--- config.mk ---
export PLATFORM = sky130hd
export DESIGN_NAME = dual_fetch_unit
export DESIGN_NICKNAME = d
export VERILOG_FILES = /design/src/rtl/dual_fetch_unit.sv
export SDC_FILE = /design/constraint.sdc
export NUM_CORES = 1
export LEC_CHECK = 0
export CAP_MARGIN = 20
export CORE_MARGIN = 5
export CORE_UTILIZATION = 36
export DETAILED_ROUTE_END_ITERATION = 12
export MAX_ROUTING_LAYER = met4
export PLACE_DENSITY = 0.79
export SLEW_MARGIN = 20
export SYNTH_ARGS = -nofsm -noshare
export SYNTH_HDL_FRONTEND = slang
export SYNTH_SLANG_ARGS = --single-unit
--- constraint.sdc ---
create_clock -name clk -period 3.2 [get_ports clk]
set_input_delay 0.96 -clock clk [delete_from_list [all_inputs] [get_ports clk]]
set_output_delay 0.96 -clock clk [all_outputs]
set_load 0.02 [all_outputs]
--- src/rtl/dual_fetch_unit.sv ---
// Dual-issue fetch stage: owns the PC, reads two consecutive imem words per cycle,
// and predicts beq/bne with a table of 2-bit saturating counters.
module dual_fetch_unit #(
  parameter int         BHT_BITS = 4,
  parameter logic [5:0] BEQ_OP   = 6'h04,
  parameter logic [5:0] BNE_OP   = 6'h05
) (
  input  logic        clk,
  input  logic        reset,
  output logic [7:0]  imem_addr1,
  output logic [7:0]  imem_addr2,
  input  logic [31:0] imem_data1,
  input  logic [31:0] imem_data2,
  input  logic        stall_outer,
  input  logic        redirect_valid,
  input  logic [7:0]  redirect_pc,
  input  logic        upd_valid,
  input  logic [7:0]  upd_pc,
  input  logic        upd_taken,
  output logic [31:0] inst1_Fetch,
  output logic [31:0] inst2_Fetch,
  output logic [7:0]  pcF,
  output logic [7:0]  pcPlus1F,
  output logic [7:0]  pcPlus2_F,
  output logic [7:0]  pcBranchF,
  output logic [7:0]  pcBranchF_inst2,
  output logic        predictionF_1,
  output logic        predictionF_2
);

  localparam int BHT_N = 1 << BHT_BITS;

  function automatic logic is_branch(input logic [31:0] inst);
    return (inst[31:26] == BEQ_OP) || (inst[31:26] == BNE_OP);
  endfunction

  function automatic logic [1:0] sat_ctr(input logic [1:0] ctr, input logic taken);
    if (taken)
      return (ctr == 2'b11) ? ctr : ctr + 2'b01;
    else
      return (ctr == 2'b00) ? ctr : ctr - 2'b01;
  endfunction

  logic [7:0]          pc_p0;
  logic [7:0]          pc_next;
  logic [1:0]          bht [BHT_N];
  logic [7:0]          pc_plus1;
  logic [7:0]          pc_plus2;
  logic [7:0]          tgt1;
  logic [7:0]          tgt2;
  logic [BHT_BITS-1:0] idx1;
  logic [BHT_BITS-1:0] idx2;
  logic [BHT_BITS-1:0] upd_idx;
  logic                pred1;
  logic                pred2;
  logic                unused_upd_hi;

  // Fetch stage: everything below is combinational from pc_p0, imem data and the BHT
  assign pc_plus1 = pc_p0 + 8'd1;
  assign pc_plus2 = pc_p0 + 8'd2;
  assign tgt1     = pc_plus1 + imem_data1[7:0];
  assign tgt2     = pc_plus2 + imem_data2[7:0];
  assign idx1     = pc_p0[BHT_BITS-1:0];
  assign idx2     = pc_plus1[BHT_BITS-1:0];
  assign upd_idx  = upd_pc[BHT_BITS-1:0];
  assign unused_upd_hi = ^upd_pc[7:BHT_BITS];

  // Slot 2 only predicts when slot 1 falls through, since slot 2 is squashed otherwise
  assign pred1 = is_branch(imem_data1) && bht[idx1][1];
  assign pred2 = !pred1 && is_branch(imem_data2) && bht[idx2][1];

  assign imem_addr1      = pc_p0;
  assign imem_addr2      = pc_plus1;
  assign pcF             = pc_p0;
  assign pcPlus1F        = pc_plus1;
  assign pcPlus2_F       = pc_plus2;
  assign pcBranchF       = tgt1;
  assign pcBranchF_inst2 = tgt2;
  assign predictionF_1   = pred1;
  assign predictionF_2   = pred2;
  assign inst1_Fetch     = imem_data1;
  assign inst2_Fetch     = pred1 ? 32'd0 : imem_data2;

  always_comb begin
    pc_next = pc_plus2;
    if (redirect_valid)   pc_next = redirect_pc;
    else if (stall_outer) pc_next = pc_p0;
    else if (pred1)       pc_next = tgt1;
    else if (pred2)       pc_next = tgt2;
  end

  // PC register boundary
  always_ff @(posedge clk or negedge reset) begin
    if (!reset) pc_p0 <= 8'd0;
    else        pc_p0 <= pc_next;
  end

  // Training is independent of stall/redirect; same-index reads see the old value this cycle
  always_ff @(posedge clk or negedge reset) begin
    if (!reset) begin
      for (int i = 0; i < BHT_N; i++) bht[i] <= 2'b01;
    end else if (upd_valid) begin
      bht[upd_idx] <= sat_ctr(bht[upd_idx], upd_taken);
    end
  end

endmodule

==> results of run 1 <==
==> logic make-up (layout without fill, tap and decap cells) <==
kind of cell,Yosys count,count (layout)
and+or+nand+nor,96,96
muxes,60,60
buffers and inverters,76,307
other,0,1
xor gates and xnor gates,25,25
AOI/OAI and AO/OA,52,52
DFF,40,40
adders and majority gates,22,23
==> area by class of cell <==
type | count | area [sq um] | area share (%)
tap | 136 | 170.2 | 2.429
sequential | 40 | 1026 | 14.65
inverter | 11 | 43.79 | 0.6251
clock buffer | 6 | 82.58 | 1.179
antenna | 1 | 2.502 | 0.03572
clock inverter | 2 | 13.76 | 0.1965
multi-input combinational | 256 | 2969 | 42.38
timing repair buffer | 288 | 2698 | 38.51
==> repair_timing <==
item / CTS / global route
gates cloned: 5 / 0
pin swaps: 76 / 38
setup endpoints to repair: 70 / 84
setup buffers: 21 / 13
resized for setup: 421 / 51
==> power by group through the flow <==
| stage | logic [uW] | registers, uW | clock network [uW] |
|---|---|---|---|
| 2_1_floorplan | 1060 | 826 | 0 |
| 3_3_place_gp | 1850 | 817 | 0 |
| 3_5_place_dp | 1880 | 835 | 0 |
| 4_1_cts | 2100 | 830 | 373 |
| 5_1_grt | 2450 | 852 | 400 |
| 6_report | 2350 | 835 | 372 |
==> sequential cells by signal, indices dropped and copies added, names as in the netlist <==
| signal | cells |
|---|---|
| bht | 32 |
| imem_addr1 | 8 |
==> per-stage QoR <==
stage	cells	setup TNS [ps]	hold slack [ps]	power, uW
final	740	-8685	567.3	3553
after global routing	740	-9501	619.0	3703
after CTS	729	-5984	569.6	3302
after detailed placement	697	-53230	550.3	2718
after global placement	697	-51070	536.5	2664
after floorplan	371	-28.42	508.9	1882
==> synth_stat cells (all sizes together), types with 14 or more instances <==
master	n	area [sq um]
dfstp	16	420.4
nor2	17	63.81
xnor2	17	148.9
nand2	15	56.30
dfrtp	24	600.6
a21oi	16	80.08
buf	55	402.9
mux2	35	394.1
nand2b	14	87.58
ha	18	225.2
mux4	18	405.4
and2	32	200.2
==> cell usage in the layout, fill, tap and decap left out, drive strengths merged, types with 7 or more instances in the layout <==
| master | instances |
|---|---|
| nand2 | 15 |
| nand2b | 14 |
| mux4 | 18 |
| dfrtp | 24 |
| dfstp | 16 |
| xnor2 | 17 |
| xor2 | 8 |
| buf | 179 |
| dlymetal6s2s | 8 |
| o21ai | 11 |
| clkbuf | 8 |
| clkdlybuf4s50 | 83 |
| dlygate4sd2 | 14 |
| mux2i | 7 |
| mux2 | 35 |
| ha | 18 |
| and2 | 32 |
| nor2 | 17 |
| a21oi | 16 |
| inv | 12 |
==> layer usage <==
| layer | up-vias | wire length (microns) | global-route usage, % |
|---|---|---|---|
| met2 | 288 | 8675 | 43.61 |
| met3 | 106 | 1361 | 4.674 |
| li1 | 1728 | - | - |
| met5 | - | 0 | - |
| met4 | 0 | 1090 | 11.11 |
| met1 | 2012 | 5798 | 25.35 |
==> worst max path at each step <==
stage / startpoint / end / slack [ps] / cells after the start
6_report: imem_addr1[1] / pcBranchF[7] / -410 / 9
5_1_grt: imem_addr1[1] / pcBranchF[7] / -500 / 10
4_1_cts: imem_data2[1] / pcBranchF_inst2[7] / -330 / 8
3_5_place_dp: imem_data2[1] / pcBranchF_inst2[7] / -1140 / 8
3_3_place_gp: imem_data2[1] / pcBranchF_inst2[7] / -1120 / 8
2_1_floorplan: imem_addr1[3] / pcBranchF[7] / -10 / 9
==> critical path, delay by kind of cell, from the launching register on <==
kind            cells  cell delay (ps)
simple gates        2              430
flops               1              440
fa+ha+maj           2              430
xor+xnor            2              400
buf+inv             1              170
compound gates      2              490
==> metrics.md, run 1 <==
| Metric | Value |
|---|---|
| Status | complete, but fails checks |
| Failing checks | setup timing |
| Max-slew headroom | 38.05% |
| Post-synthesis cell type count | 47 |
| CP Cell Sequence | ha_4 -> nand4_1 -> xnor2_2 -> ha_4 -> a2111oi_4 -> o21ai_1 -> nand2_1 -> xnor2_2 -> buf_4 |
| Period utilization | 112.9% |
| Minimum clock period | 3612 ps |
| Net Sw Frac | 38.73% |
| Post-DP HPWL | 10470 microns |
| Hold Vio Cnt, Final | 0 |
| Internal power | 2177 uW |
| I/O Pins | 208 |
| Clk_lat worst skew | 310 ps |
| Final setup violation count | 47 |
| Largest stage delay on the critical path | 440 ps |
| Multiplexer area fraction after synthesis | 23.25% |
| Seq cells post-synth | 40 |
| Clock Power Share | 10.5% |
| Worst hold path class | flop to flop |
| YS warnings | 0 |
| Gate Count Post-Synth | 371 |
| Placer congestion estimate | 0.9496 |
| Via count | 4134 |
| HP Start | bht[11] |
| Fraction of the mapped netlist area in compound gates | 8.899% |
| Top_reg_cell synth | dfrtp_1 |
| Fin nets | 708 |
| Die Y | 111.9 microns |
| Core area | 10230 sq um |
| Worst R2R End | imem_addr1[4] |
| Setup WS pre-CTS | -1140 ps |
| Number of buffers created by CTS | 5 |
| Clk sink count | 40 |
| # Max-Cap Violations | 0 |
| Critical Path Fanout Max | 4 |
| Register area share after synthesis | 27.30% |
| GRT Overall Usage | 24.18% |
| Slew Viols, Final | 0 |
| Die outline width | 111.9 microns |
| Clock buffer depth | 2 |
| WHS Path Cells | 1 |
| F_max | 0.2768 GHz |
| Syn_area_per_cell | 10.08 sq um |
| Worst setup EP type | output pin |
| WHS Endpoint | bht[11] |
| Routed len/inst | 22.87 microns |
| Largest net degree at the start of global routing | 41 |
| Asr flop ratio synth | 100.0% |
| CP Launch Type | flop |
| Layout cells sized above 1 | 60.70% |
| First-pass GRT wire length | 23680 microns |
| Via/cell ratio | 5.586 |
| Remaining antenna violation count | 0 |
| Reg-to-Reg Start | imem_addr1[1] |
| Routed WL | 16930 microns |
| Post-Synth Adder-Cell Area | 7.695% |
| CTS tree | yes |
| Worst Max-Slew Pin Slew | 929.2 ps |
| Worst R2R Path Depth | 9 |
| Reg clk slew, reported paths | 80 ps |
| R2R setup slack | 110 ps |
| Fin util | 68.47% |
| Placed instance area | 5973 sq um |
| Std cell rows | 37 |
| Fill count | 651 |
| Crit Path Category | flop to output pin |
| Syn-to-layout area delta | 87.32% |
| WP data required | 2240 ps |
| CTS Root Cell | clkbuf_8 |
| Sw Pwr | 1376 uW |
| Area of the die | 12530 sq um |
| Syn nets | 477 |
| Largest family of logic cells by synthesized area | multiplexers |
| XOR/XNOR share of the synthesized area | 5.855% |
| Power density cells | 507.2 nW/um^2 |
| # H-tree levels | 2 |
| Remaining Overflow, GRT | 0 |
| Layout Skew | 8.918 ps |
| Synthesized area | 3740 sq um |
| Share of power burned in registers | 23.5% |
| DRC | 0 |
| Hold-fix buffers, CTS | 0 |
| Worst Slack Setup Final | -412.2 ps |
| Logic pwr share | 66.0% |
| Design area | 7005 sq um |
| RSZ-0062 raised after global routing | true |
| Post-synth EDFFs | 0 |
| Peak supply drop | 0.4182 mV |
| Initial antenna violation count | 1 |
| Synth Area in Simple Gates | 14.12% |
| P_leak | 0.003193 uW |
| WP data arrival | 2650 ps |
| Number of DRC markers in iteration 0 | 280 |
| Initial Util | 36.55% |
| Port Buffers | 165 |
| Vias in the first global route | 4315 |
| Slowest-stage cell, CP | dfrtp_2 |
| DRT Pass-1 Iters | 5 |
No activity file was read; power rests on OpenSTA's default activity.
==> inputs of run 2 (changes only) <==
- CAP_MARGIN: 20 -> default
==> results of run 2 <==
The final DEF is identical to that of run 1; final timing and power are the same.
